==> src/rtl/sldma350_trig_arbiter.sv <==
// Round-robin arbiter that shares one DMA-350 trigger-in port between NUM_REQ peripherals.
// Uses 4-phase req/ack handshakes on both sides, with registered outputs and a completed-trigger counter.
module sldma350_trig_arbiter #(
  parameter int NUM_REQ = 4,
  parameter int ID_W    = 2,
  parameter int CNT_W   = 16
) (
  input  logic                 SYS_HCLK,
  input  logic                 SYS_HRESETn,
  input  logic                 ARB_EN,
  input  logic [NUM_REQ-1:0]   PERIPH_REQ,
  input  logic [2*NUM_REQ-1:0] PERIPH_REQ_TYPE,
  output logic [NUM_REQ-1:0]   PERIPH_ACK,
  output logic [1:0]           PERIPH_ACK_TYPE,
  output logic                 DMAC_TRIG_REQ,
  output logic [1:0]           DMAC_TRIG_REQ_TYPE,
  input  logic                 DMAC_TRIG_ACK,
  input  logic [1:0]           DMAC_TRIG_ACK_TYPE,
  output logic                 GRANT_VALID,
  output logic [ID_W-1:0]      GRANT_ID,
  output logic [CNT_W-1:0]     TRIG_COUNT
);

  typedef enum logic [1:0] {IDLE = 2'd0, DREQ = 2'd1, PACK = 2'd2} state_e;

  state_e               state_q, state_d;
  logic [ID_W-1:0]      ptr_q, ptr_d;
  logic [ID_W-1:0]      gnt_q, gnt_d;
  logic                 dreq_q, dreq_d;
  logic [1:0]           dtype_q, dtype_d;
  logic [NUM_REQ-1:0]   pack_q, pack_d;
  logic [1:0]           patype_q, patype_d;
  logic                 gv_q, gv_d;
  logic [CNT_W-1:0]     cnt_q, cnt_d;
  logic                 ack_q;

  logic [2*NUM_REQ-1:0] dbl_s;
  logic [NUM_REQ-1:0]   rot_s;
  logic [ID_W-1:0]      off_s;
  logic [ID_W:0]        sum_s;
  logic [ID_W-1:0]      pick_s;
  logic [2*NUM_REQ-1:0] tshift_s;
  logic [NUM_REQ-1:0]   rshift_s;
  logic                 req_g_s;
  logic [ID_W-1:0]      ptr_next_s;
  logic [NUM_REQ-1:0]   onehot_s;

  // Rotating the request vector by ptr turns the round-robin search into a lowest-set-bit search.
  assign dbl_s      = {PERIPH_REQ, PERIPH_REQ} >> ptr_q;
  assign rot_s      = dbl_s[NUM_REQ-1:0];
  assign sum_s      = {1'b0, ptr_q} + {1'b0, off_s};
  assign pick_s     = (sum_s >= (ID_W+1)'(NUM_REQ)) ? ID_W'(sum_s - (ID_W+1)'(NUM_REQ))
                                                    : sum_s[ID_W-1:0];
  assign tshift_s   = PERIPH_REQ_TYPE >> {pick_s, 1'b0};
  assign rshift_s   = PERIPH_REQ >> gnt_q;
  assign req_g_s    = rshift_s[0];
  assign ptr_next_s = (gnt_q == ID_W'(NUM_REQ - 1)) ? {ID_W{1'b0}} : gnt_q + {{(ID_W-1){1'b0}}, 1'b1};
  assign onehot_s   = {{(NUM_REQ-1){1'b0}}, 1'b1} << gnt_q;

  // Lowest set bit of the rotated request vector
  always_comb begin
    off_s = {ID_W{1'b0}};
    for (int i = NUM_REQ - 1; i >= 0; i--) begin
      if (rot_s[i]) begin
        off_s = ID_W'(i);
      end else begin
        off_s = off_s;
      end
    end
  end

  // Next-state and next-output logic for the IDLE/DREQ/PACK handshake FSM
  always_comb begin
    state_d  = state_q;
    ptr_d    = ptr_q;
    gnt_d    = gnt_q;
    dreq_d   = dreq_q;
    dtype_d  = dtype_q;
    pack_d   = pack_q;
    patype_d = patype_q;
    gv_d     = gv_q;
    cnt_d    = cnt_q;
    case (state_q)
      IDLE: begin
        if (ARB_EN && (|PERIPH_REQ)) begin
          state_d = DREQ;
          gnt_d   = pick_s;
          gv_d    = 1'b1;
          dreq_d  = 1'b1;
          dtype_d = tshift_s[1:0];
        end else begin
          state_d = IDLE;
        end
      end
      DREQ: begin
        // Only a fresh rising ack counts; a level left over from earlier is ignored.
        if (DMAC_TRIG_ACK && !ack_q) begin
          state_d  = PACK;
          dreq_d   = 1'b0;
          pack_d   = onehot_s;
          patype_d = DMAC_TRIG_ACK_TYPE;
        end else begin
          state_d = DREQ;
        end
      end
      PACK: begin
        if (!req_g_s && !DMAC_TRIG_ACK) begin
          state_d = IDLE;
          pack_d  = {NUM_REQ{1'b0}};
          gv_d    = 1'b0;
          ptr_d   = ptr_next_s;
          cnt_d   = cnt_q + {{(CNT_W-1){1'b0}}, 1'b1};
        end else begin
          state_d = PACK;
        end
      end
      default: begin
        state_d = IDLE;
        dreq_d  = 1'b0;
        pack_d  = {NUM_REQ{1'b0}};
        gv_d    = 1'b0;
      end
    endcase
  end

  // State and output registers
  always_ff @(posedge SYS_HCLK or negedge SYS_HRESETn) begin
    if (!SYS_HRESETn) begin
      state_q  <= IDLE;
      ptr_q    <= {ID_W{1'b0}};
      gnt_q    <= {ID_W{1'b0}};
      dreq_q   <= 1'b0;
      dtype_q  <= 2'b00;
      pack_q   <= {NUM_REQ{1'b0}};
      patype_q <= 2'b00;
      gv_q     <= 1'b0;
      cnt_q    <= {CNT_W{1'b0}};
      ack_q    <= 1'b0;
    end else begin
      state_q  <= state_d;
      ptr_q    <= ptr_d;
      gnt_q    <= gnt_d;
      dreq_q   <= dreq_d;
      dtype_q  <= dtype_d;
      pack_q   <= pack_d;
      patype_q <= patype_d;
      gv_q     <= gv_d;
      cnt_q    <= cnt_d;
      ack_q    <= DMAC_TRIG_ACK;
    end
  end

  assign PERIPH_ACK         = pack_q;
  assign PERIPH_ACK_TYPE    = patype_q;
  assign DMAC_TRIG_REQ      = dreq_q;
  assign DMAC_TRIG_REQ_TYPE = dtype_q;
  assign GRANT_VALID        = gv_q;
  assign GRANT_ID           = gnt_q;
  assign TRIG_COUNT         = cnt_q;

endmodule
==> config.mk <==
export PLATFORM = sky130hd
export DESIGN_NAME = sldma350_trig_arbiter
export DESIGN_NICKNAME = d
export VERILOG_FILES = /design/src/rtl/sldma350_trig_arbiter.sv
export SDC_FILE = /design/constraint.sdc
export NUM_CORES = 1
export LEC_CHECK = 0
export ABC_AREA = 1
export CAP_MARGIN = 20
export CELL_PAD_IN_SITES_DETAIL_PLACEMENT = 0
export CELL_PAD_IN_SITES_GLOBAL_PLACEMENT = 1
export CORE_ASPECT_RATIO = 0.8
export CORE_MARGIN = 5
export CORE_UTILIZATION = 39
export CTS_CLUSTER_DIAMETER = 200
export DETAILED_ROUTE_END_ITERATION = 8
export GPL_ROUTABILITY_DRIVEN = 0
export PLACE_DENSITY_LB_ADDON = 0.1
export SLEW_MARGIN = 10
export SYNTH_ARGS = -nofsm -noshare
export SYNTH_HDL_FRONTEND = slang
export SYNTH_SLANG_ARGS = --single-unit
==> constraint.sdc <==
create_clock -name SYS_HCLK -period 3.7 [get_ports SYS_HCLK]
set_input_delay 0.74 -clock SYS_HCLK [delete_from_list [all_inputs] [get_ports SYS_HCLK]]
set_output_delay 0.74 -clock SYS_HCLK [all_outputs]
set_load 0.02 [all_outputs]
* Yosys cells after proc, flatten, opt, wreduce, memory -nomap -nowiden
Cells that the tools add are included.
Word-level totals: bits in registers 33, input bits 18, output and inout bits 28, word-level logic and storage cells 60
Operators by class: add/subtract/negate cells 4, $lt $le $gt $ge 1, equality and inequality tests 6, shift operators 4, multiplexer cells 18, bitwise gates (word level) 3, reductions and logical operators 14
Operators by type and width (number):
- 16-bit by 1-bit adder with 16-bit output, second input constant | 1
- 2-bit two-way mux | 8
- 4-bit case mux with 3 select lines | 1
- 3-bit AND reduction | 3
- 4-bit two-way mux | 2
- 8-bit by 2-bit right shift with 4-bit output | 1
- 8-bit by 3-bit right shift with 2-bit output | 1
- 2-bit inequality test, second input constant | 3
- 1-bit case mux with 3 select lines | 2
- 2-bit case mux with 3 select lines | 1
- 2-bit AND reduction | 3
- 2-bit == test, second input constant | 2
- 1-bit two-way mux | 4
- 4-bit OR reduction | 1
- 1-bit by 2-bit left shift with 4-bit output, first input constant | 1
- 4-bit by 2-bit right shift with 1-bit output | 1
- 2-bit by 2-bit adder with 3-bit output | 1
- 3-bit greater-or-equal comparator, second input constant | 1
- 1-bit logical AND | 3
- 1-bit logical NOT | 3
- 1-bit inverter | 3
- 2-bit by 1-bit adder with 2-bit output, second input constant | 1
- 2-bit by 1-bit == test with 1-bit output, second input constant | 1
- 2-bit logical NOT | 1
- 2-bit by 1-bit subtractor with 2-bit output, second input constant | 1

* Depth between registers and ports, before layout
Gate-level depths: netlist of run 1.
word-level depth 9, depth in mapped cells 14, depth with buffers taken out 14

* Worst setup path before layout of run 1
No wires, ideal clock.
path type input-to-reg, from input PERIPH_REQ[1], to register dtype_q[0], in the netlist DMAC_TRIG_REQ_TYPE[0], library setup time 117 ps, arrival time 1890 ps, data required time 3583 ps, path slack 1693 ps, stages on the path 12, path buffers 0, path through nand2_1 > nand3_1 > nand2_1 > nand3_1 > a21boi_0 > ha_1 > xor2_1 > inv_1 > nand3_2 > nand3_1 > nand3_1 > nand2_1
On the way: word-level cells in the longest chain between the ends 9, elaborated cells between the ends (all ways) 13, those cells by class add/sub: 2; order compare: 1; shift: 2; mux: 5; reduce/logical: 3
Ends and longest elaborated chain:
- from (decl) | line 11 | input logic [NUM_REQ-1:0] PERIPH_REQ,
- 8-bit by 2-bit right shift with 4-bit output | line 49 | assign dbl_s = {PERIPH_REQ, PERIPH_REQ} >> ptr_q;
- 2-bit two-way mux (4 in a row) | line 64 | if (rot_s[i]) begin
- 2-bit by 2-bit adder with 3-bit output | line 51 | assign sum_s = {1'b0, ptr_q} + {1'b0, off_s};
- 3-bit greater-or-equal comparator / 2-bit by 1-bit subtractor with 2-bit output (equally long branches) | line 52 | assign pick_s = (sum_s >= (ID_W+1)'(NUM_REQ)) ? ID_W'(sum_s - (ID_W+1)'(NUM_REQ))
- 2-bit two-way mux | line 52
- 8-bit by 3-bit right shift with 2-bit output | line 54 | assign tshift_s = PERIPH_REQ_TYPE >> {pick_s, 1'b0};
- to (signal assigned) | line 144 | dtype_q <= dtype_d;
- to (decl) | line 30 | logic [1:0] dtype_q, dtype_d;
Several ways; a longest one is shown, not always the timed one. A chain may end at the register's enable or synchronous reset.

* Worst setup path in the final report of run 1
from input PERIPH_REQ[0], to register dtype_q[0], in the netlist DMAC_TRIG_REQ_TYPE[0]
On the way: word-level cells in the longest chain between the ends 9, elaborated cells between the ends (all ways) 13, those cells by class add/sub: 2; order compare: 1; shift: 2; mux: 5; reduce/logical: 3
Ends and longest elaborated chain:
- 8-bit by 2-bit right shift with 4-bit output (*) | line 49
- 2-bit two-way mux (3 in a row) | line 64
- 2-bit two-way mux (*) | line 64
- 2-bit by 2-bit adder with 3-bit output (*) | line 51
- 3-bit greater-or-equal comparator / 2-bit by 1-bit subtractor with 2-bit output (equally long branches) | line 52
- 2-bit two-way mux (*) | line 52
- via pick_s[0] | line 41 | logic [ID_W-1:0] pick_s;
- 8-bit by 3-bit right shift with 2-bit output (*) | line 54
Mark *: on every way through the listed nets, which the timed path passes. The rest lies on a longest branch.

==> summary.txt, run 1 <==
Power
  • P per Cell Area: 757 nW/um^2
  • Total Power: 1.94 mW
  • Leak Pwr: 1.19 nW
  • VDD IR max: 0.428 mV

Floorplan
  • Die height: 73.3 um
  • Core Area: 4920 um^2
  • Die W: 89.1 um
  • Effective utilization at floorplan: 0.397
  • Die area: 6530 um^2
  • Row cnt: 23
  • IO Count: 46

Logic synthesis
  • Post-synth cell types: 29
  • Synth warnings: 0
  • Cell taking the most area after synthesis: dfrtp_1
  • #FFs+latches synth: 33
  • Avg Inst Size Synth: 8.21 um^2
  • Syn Nets: 262
  • Register area share after synthesis: 0.423
  • Mapped Area: 1950 um^2
  • Synth Instances: 238
  • Top post-synthesis cells by area: dfrtp_1 (42%), nand2_1 (14%), nand3_1 (5.6%)
  • Share of Yosys cell area claimed by the top area cell type: 0.423

Global routing
  • First-pass GRT wire length: 7850 um
  • Largest net degree at the start of global routing: 34
  • Antenna violations before repair: 0
  • GRT Total Usage: 0.157
  • Total congestion overflow: 0
  • Grt met2 use: 0.214
  • M1 GR Usage: 0.236
  • GR Util met3: 0.0471
  • Vias in the first global route: 1,660
  • Global route hottest layer: met1

Detailed routing
  • Drt pass-1 iters: 4
  • Drt wl/cell: 13.1 um
  • Avg Vias per Cell: 4.74
  • DRC viols: 0
  • Detail Route Antenna Nets: 0
  • Iter 0 DRT Violations: 54
  • Final WL: 4580 um
  • Via count: 1,663

Clocking
  • Longest Clk Path Bufs: 2
  • CTS tree: built
  • # H-tree levels: 2
  • CTS root buffer: clkbuf_8
  • Hold_buf cts: 0
  • Post-cts sizing count: 0
  • Clock transition at the registers of the reported paths: 0.06 ns
  • TritonCTS buffer count: 5
  • Sink Count: 33
  • Setup Fix Bufs, Post-CTS: 0
  • Worst-Skew Late Latency: 0.29 ns

STA
  • Pins Over Slew Limit: 0
  • Setup total negative slack: 0 ns
  • PnR worst setup slack: 1.24 ns
  • RSZ-0062 raised after global routing: no
  • Slew HR: 0.704
  • Setup Skew: 0.0104 ns
  • Period utilization: 0.665
  • Fin crit period: 2.46 ns
  • WHS: 0.478 ns
  • Hold Fails Final Rpt: 0
  • Max Fclk: 0.406 GHz
  • Endpoints failing setup: 0
  • Worst Max-Slew Pin Slew: 0.439 ns

Setup path
  • Worst EP arrival: 2.64 ns
  • CP Launch Type: input port
  • Crit Path Class: in2reg
  • Crit end category: flop
  • CP max FO: 5
  • CP required: 3.88 ns

Placement
  • Input/output buffers: 45
  • Post-Place Setup Slack: 0.938 ns
  • Hpwl dp: 3540 um

Final layout
  • Antenna Cells: 0
  • Most frequent cells in the layout: nand2_1 (73), clkdlybuf4s50_1 (45), dfrtp_1 (33)
  • Filler cells: 478
  • Layout cells sized above 1: 0.121
  • Most common cell after layout, fill and taps aside: nand2_1
  • Area Growth Syn to Fin: 31.3%
  • Fin nets: 312

Run
  • Max Cap Violations: 0

Run status
  • Status: completed

Worst hold path
  • HP Class: reg2reg
[metal layers]
layer	vias to the layer above	routed length, um
met1	753	2390
met3	7	262
met2	44	1880
li1	859	-
met4	0	53
met5	-	0
[sequential cells by signal (all words and copies together) (netlist names)]
register	cells
GRANT_ID	2
TRIG_COUNT	16
state_q	2
DMAC_TRIG_REQ_TYPE	2
ptr_q	2
PERIPH_ACK	4
GRANT_VALID	1
DMAC_TRIG_REQ	1
PERIPH_ACK_TYPE	2
ack_q	1
[critical path, stage by stage]
cell and delay [ns]:
clkdlybuf4s50_1 0.58, nand2_1 0.10, nand3_1 0.07, nand2_1 0.08
nand3_1 0.07, a21boi_0 0.08, ha_1 0.43, mux2i_1 0.23
nand3_1 0.09, nand3_1 0.10, nand2_1 0.06
[synth_stat cells, drive strengths merged]
cell type	n
ha	6
nand2	81
or2	1
mux2	2
mux2i	4
clkinv	1
xnor2	6
o21ai	15
nor2	19
nand3	27
xor2	9
inv	23
nor3	3
nand4	1
dfrtp	33
buf	3
a21boi	1
o31ai	2
nor4	1
[stage by stage]
stage	cell area, um^2	std cells	utilization
2_1_floorplan	1950	238	-
3_3_place_gp	2460	343	0.500
3_5_place_dp	2460	343	0.500
4_1_cts	2560	351	0.521
5_1_grt	2560	351	0.521
6_report	2560	351	0.521
[power breakdown]
group          total (mW)  internal, mW  leakage, nW  switching (mW)
registers           0.607         0.486        0.419           0.121
logic                1.03         0.432        0.716           0.598
clock network       0.305         0.168       0.0542           0.137
[final timing paths]
path                                              start                                 to  slack, ns  depth (start not counted)
worst max-delay path                      PERIPH_REQ[0]  DMAC_TRIG_REQ_TYPE[0]$_DFFE_PN0P_       1.24                         11
worst min register to register  GRANT_VALID$_DFFE_PN0P_            GRANT_VALID$_DFFE_PN0P_       0.48                          2
min in group asynchronous                   SYS_HRESETn         TRIG_COUNT[14]$_DFFE_PN0P_       0.84                          2
worst min-delay path            GRANT_VALID$_DFFE_PN0P_            GRANT_VALID$_DFFE_PN0P_       0.48                          2
max in group asynchronous                   SYS_HRESETn  DMAC_TRIG_REQ_TYPE[0]$_DFFE_PN0P_       2.53                          2
worst max register to register     ptr_q[0]$_DFFE_PN0P_  DMAC_TRIG_REQ_TYPE[0]$_DFFE_PN0P_       1.71                         13
[logic make-up after synthesis]
| logic type | share of synthesized area |
|---|---|
| AOI/OAI and AO/OA | 0.0570 |
| xor gates and xnor gates | 0.0673 |
| adders and majority gates | 0.0384 |
| and+or+nand+nor | 0.320 |
| buffers and inverters | 0.0628 |
| DFF | 0.423 |
| muxes | 0.0320 |
[layout make-up]
class / count / area [um^2] / share of cell area
Clock inverter: 1 / 5.00 / 0.00195
Inverter: 24 / 96.3 / 0.0376
Multi-Input combinational cell: 178 / 1000 / 0.392
Clock buffer: 7 / 96.3 / 0.0376
Timing Repair Buffer: 46 / 458 / 0.179
Tap cell: 62 / 77.6 / 0.0303
Sequential cell: 33 / 826 / 0.322
Note: power is estimated with default switching activity, not from simulation.
==> inputs of run 2 (changes only) <==
--- a/config.mk
+++ b/config.mk
@@ -11,7 +11,7 @@
 export CELL_PAD_IN_SITES_GLOBAL_PLACEMENT = 1
 export CORE_ASPECT_RATIO = 0.8
 export CORE_MARGIN = 5
-export CORE_UTILIZATION = 39
+export CORE_UTILIZATION = 33
 export CTS_CLUSTER_DIAMETER = 200
 export DETAILED_ROUTE_END_ITERATION = 8
 export GPL_ROUTABILITY_DRIVEN = 0
==> constraint.sdc (replaced) <==
create_clock -name SYS_HCLK -period 2.1 [get_ports SYS_HCLK]
set_input_delay 0.42 -clock SYS_HCLK [delete_from_list [all_inputs] [get_ports SYS_HCLK]]
set_output_delay 0.42 -clock SYS_HCLK [all_outputs]
set_load 0.02 [all_outputs]
==> summary.txt, run 2 (synthesis results as in run 1) <==
Setup path
  • CP max FO: 6 (+1)
  • CP required: 2.27 ns (-1.61 ns)
  • Crit path from: ptr_q[1]$_DFFE_PN0P_
  • CP Launch Type: flop
  • Worst EP arrival: 2.17 ns (-0.47 ns)
  • Crit Path Class: reg2reg
  • Crit end category: flop
  • Reg-to-reg slack, setup: 0.11 ns (-1.60 ns)
  • Cell depth of the worst flop-to-flop path: 12 (-1)
  • FF-to-FF Start: ptr_q[1]$_DFFE_PN0P_

STA
  • Period utilization: 0.949
  • PnR worst setup slack: 0.108 ns (-1.13 ns)
  • Slew HR: 0.680 (-0.0241)
  • Setup total negative slack: 0 ns (unchanged)
  • Max Fclk: 0.502 GHz
  • Fin crit period: 1.99 ns
  • Pins Over Slew Limit: 0 (unchanged)
  • WHS: 0.474 ns (-0.00346 ns)
  • Endpoints failing setup: 0 (unchanged)
  • Worst Max-Slew Pin Slew: 0.475 ns (+0.0359 ns)
  • Hold Fails Final Rpt: 0 (unchanged)
  • Setup Skew: 0.00320 ns (-0.00723 ns)

Floorplan
  • Row cnt: 25 (+8.7%)
  • Die area: 7570 um^2 (+16%)
  • Effective utilization at floorplan: 0.336 (-0.0612)
  • Die height: 78.8 um (+7.5%)
  • Die W: 96.0 um (+7.7%)
  • Core Area: 5820 um^2 (+18%)
  • IO Count: 46 (unchanged)

Final layout
  • Design area: 2730 um^2 (+6.3%)
  • Fin nets: 321 (+2.9%)
  • Antenna Cells: 0 (unchanged)
  • Post-route insts no fill: 379 (+8.0%)
  • Max reg flops: 16 (unchanged)
  • Most common cell after layout, fill and taps aside: nand2_1
  • Area Growth Syn to Fin: 39.6%
  • Final Util: 0.469 (-0.0524)
  • Most frequent cells in the layout: nand2_1 (73), clkdlybuf4s50_1 (42), dfrtp_1 (32)
  • Filler cells: 582 (+22%)
  • Layout cells sized above 1: 0.158 (+0.0366)

Clocking
  • Clock transition at the registers of the reported paths: 0.07 ns (about the same)
  • Worst-Skew Late Latency: 0.28 ns (about the same)
  • Hold_buf cts: 0 (unchanged)
  • Longest Clk Path Bufs: 2 (unchanged)
  • TritonCTS buffer count: 5 (unchanged)
  • CTS tree: built
  • CTS root buffer: clkbuf_8
  • # H-tree levels: 2 (unchanged)
  • Sink Count: 33 (unchanged)

Placement
  • Hpwl dp: 3690 um (+4.2%)
  • Post-Place Setup Slack: -0.305 ns (-1.24 ns)
  • Input/output buffers: 45 (unchanged)
  • Area post-placement: 2560 um^2 (+3.9%)
  • Dpl cells: 370 (+7.9%)

Detailed routing
  • Drt wl/cell: 12.7 um (-2.4%)
  • Detail Route Antenna Nets: 0 (unchanged)
  • Drt pass-1 iters: 5 (+1)
  • DRC viols: 0 (unchanged)
  • Final WL: 4830 um (+5.4%)
  • Avg Vias per Cell: 4.47 (-5.6%)
  • Iter 0 DRT Violations: 83 (+54%)
  • Via count: 1,696 (+2.0%)

Worst hold path
  • HP Class: reg2reg
  • HP Start: GRANT_VALID$_DFFE_PN0P_
  • Worst hold path depth: 2 (unchanged)

Run
  • Max Cap Violations: 0 (unchanged)

Global routing
  • GRT Total Usage: 0.136 (-0.0216)
  • First-pass GRT wire length: 7890 um (+0.52%)
  • Vias in the first global route: 1,632 (-1.7%)
  • Antenna violations before repair: 0 (unchanged)
  • Largest net degree at the start of global routing: 34 (unchanged)
  • Total congestion overflow: 0 (unchanged)

Power
  • VDD IR max: 0.565 mV (+32%)
  • Leak Pwr: 1.27 nW (+6.6%)
  • P per Cell Area: 1360 nW/um^2 (+79%)
  • Total Power: 3.70 mW (+90%)

Run status
  • Status: completed
run 2: where the power goes:
group	internal, mW	leakage, nW	total, mW	switching, mW
Sequential	0.858	0.418	1.08	0.226
Clock	0.387	0.0585	0.622	0.235
Combinational	0.885	0.792	1.99	1.11
Total	2.13	1.27	3.70	1.57
run 2: final cells by class:
cell class / instances / area (um^2) / area share
clock buffer: 7 / 86.3 / 0.0317
tap: 81 / 101 / 0.0372
inverter: 24 / 96.3 / 0.0353
multi-input combinational: 178 / 1040 / 0.381
timing repair buffer: 55 / 546 / 0.200
clock inverter: 1 / 30.0 / 0.0110
sequential: 33 / 827 / 0.303
run 2: path summary, 6_finish.rpt:
check	end
max	DMAC_TRIG_REQ_TYPE[1]$_DFFE_PN0P_
min	GRANT_VALID$_DFFE_PN0P_
max reg2reg	DMAC_TRIG_REQ_TYPE[1]$_DFFE_PN0P_
min reg2reg	GRANT_VALID$_DFFE_PN0P_
max in group asynchronous	ptr_q[0]$_DFFE_PN0P_
min in group asynchronous	TRIG_COUNT[10]$_DFFE_PN0P_
run 2: worst max-delay path, stage by stage (launching register included):
cell and delay (ns):
dfrtp_1 0.51, inv_2 0.17, nand3_1 0.09, nand2_1 0.10, nand3_1 0.10, a21boi_2 0.19
ha_4 0.17, xor2_4 0.16, inv_1 0.06, nand3_2 0.10, nand3_1 0.09, nand3_1 0.09
nand2_1 0.05
run 2: layer usage:
metal,part of all wire,routed length (um),vias to the layer above,GRT usage
li1,-,-,876,-
met1,0.53,2560,783,0.203
met3,0.045,216,4,0.0398
met5,0,0,-,0
met2,0.42,2040,33,0.192
met4,0.0046,22,0,0.0298
run 2: what timing repair did:
action,in CTS,in global routing
resized for setup,2,8
endpoints found under the setup margin,1,3
pin swaps,0,2
buffers inserted,0,1
cloned,0,0
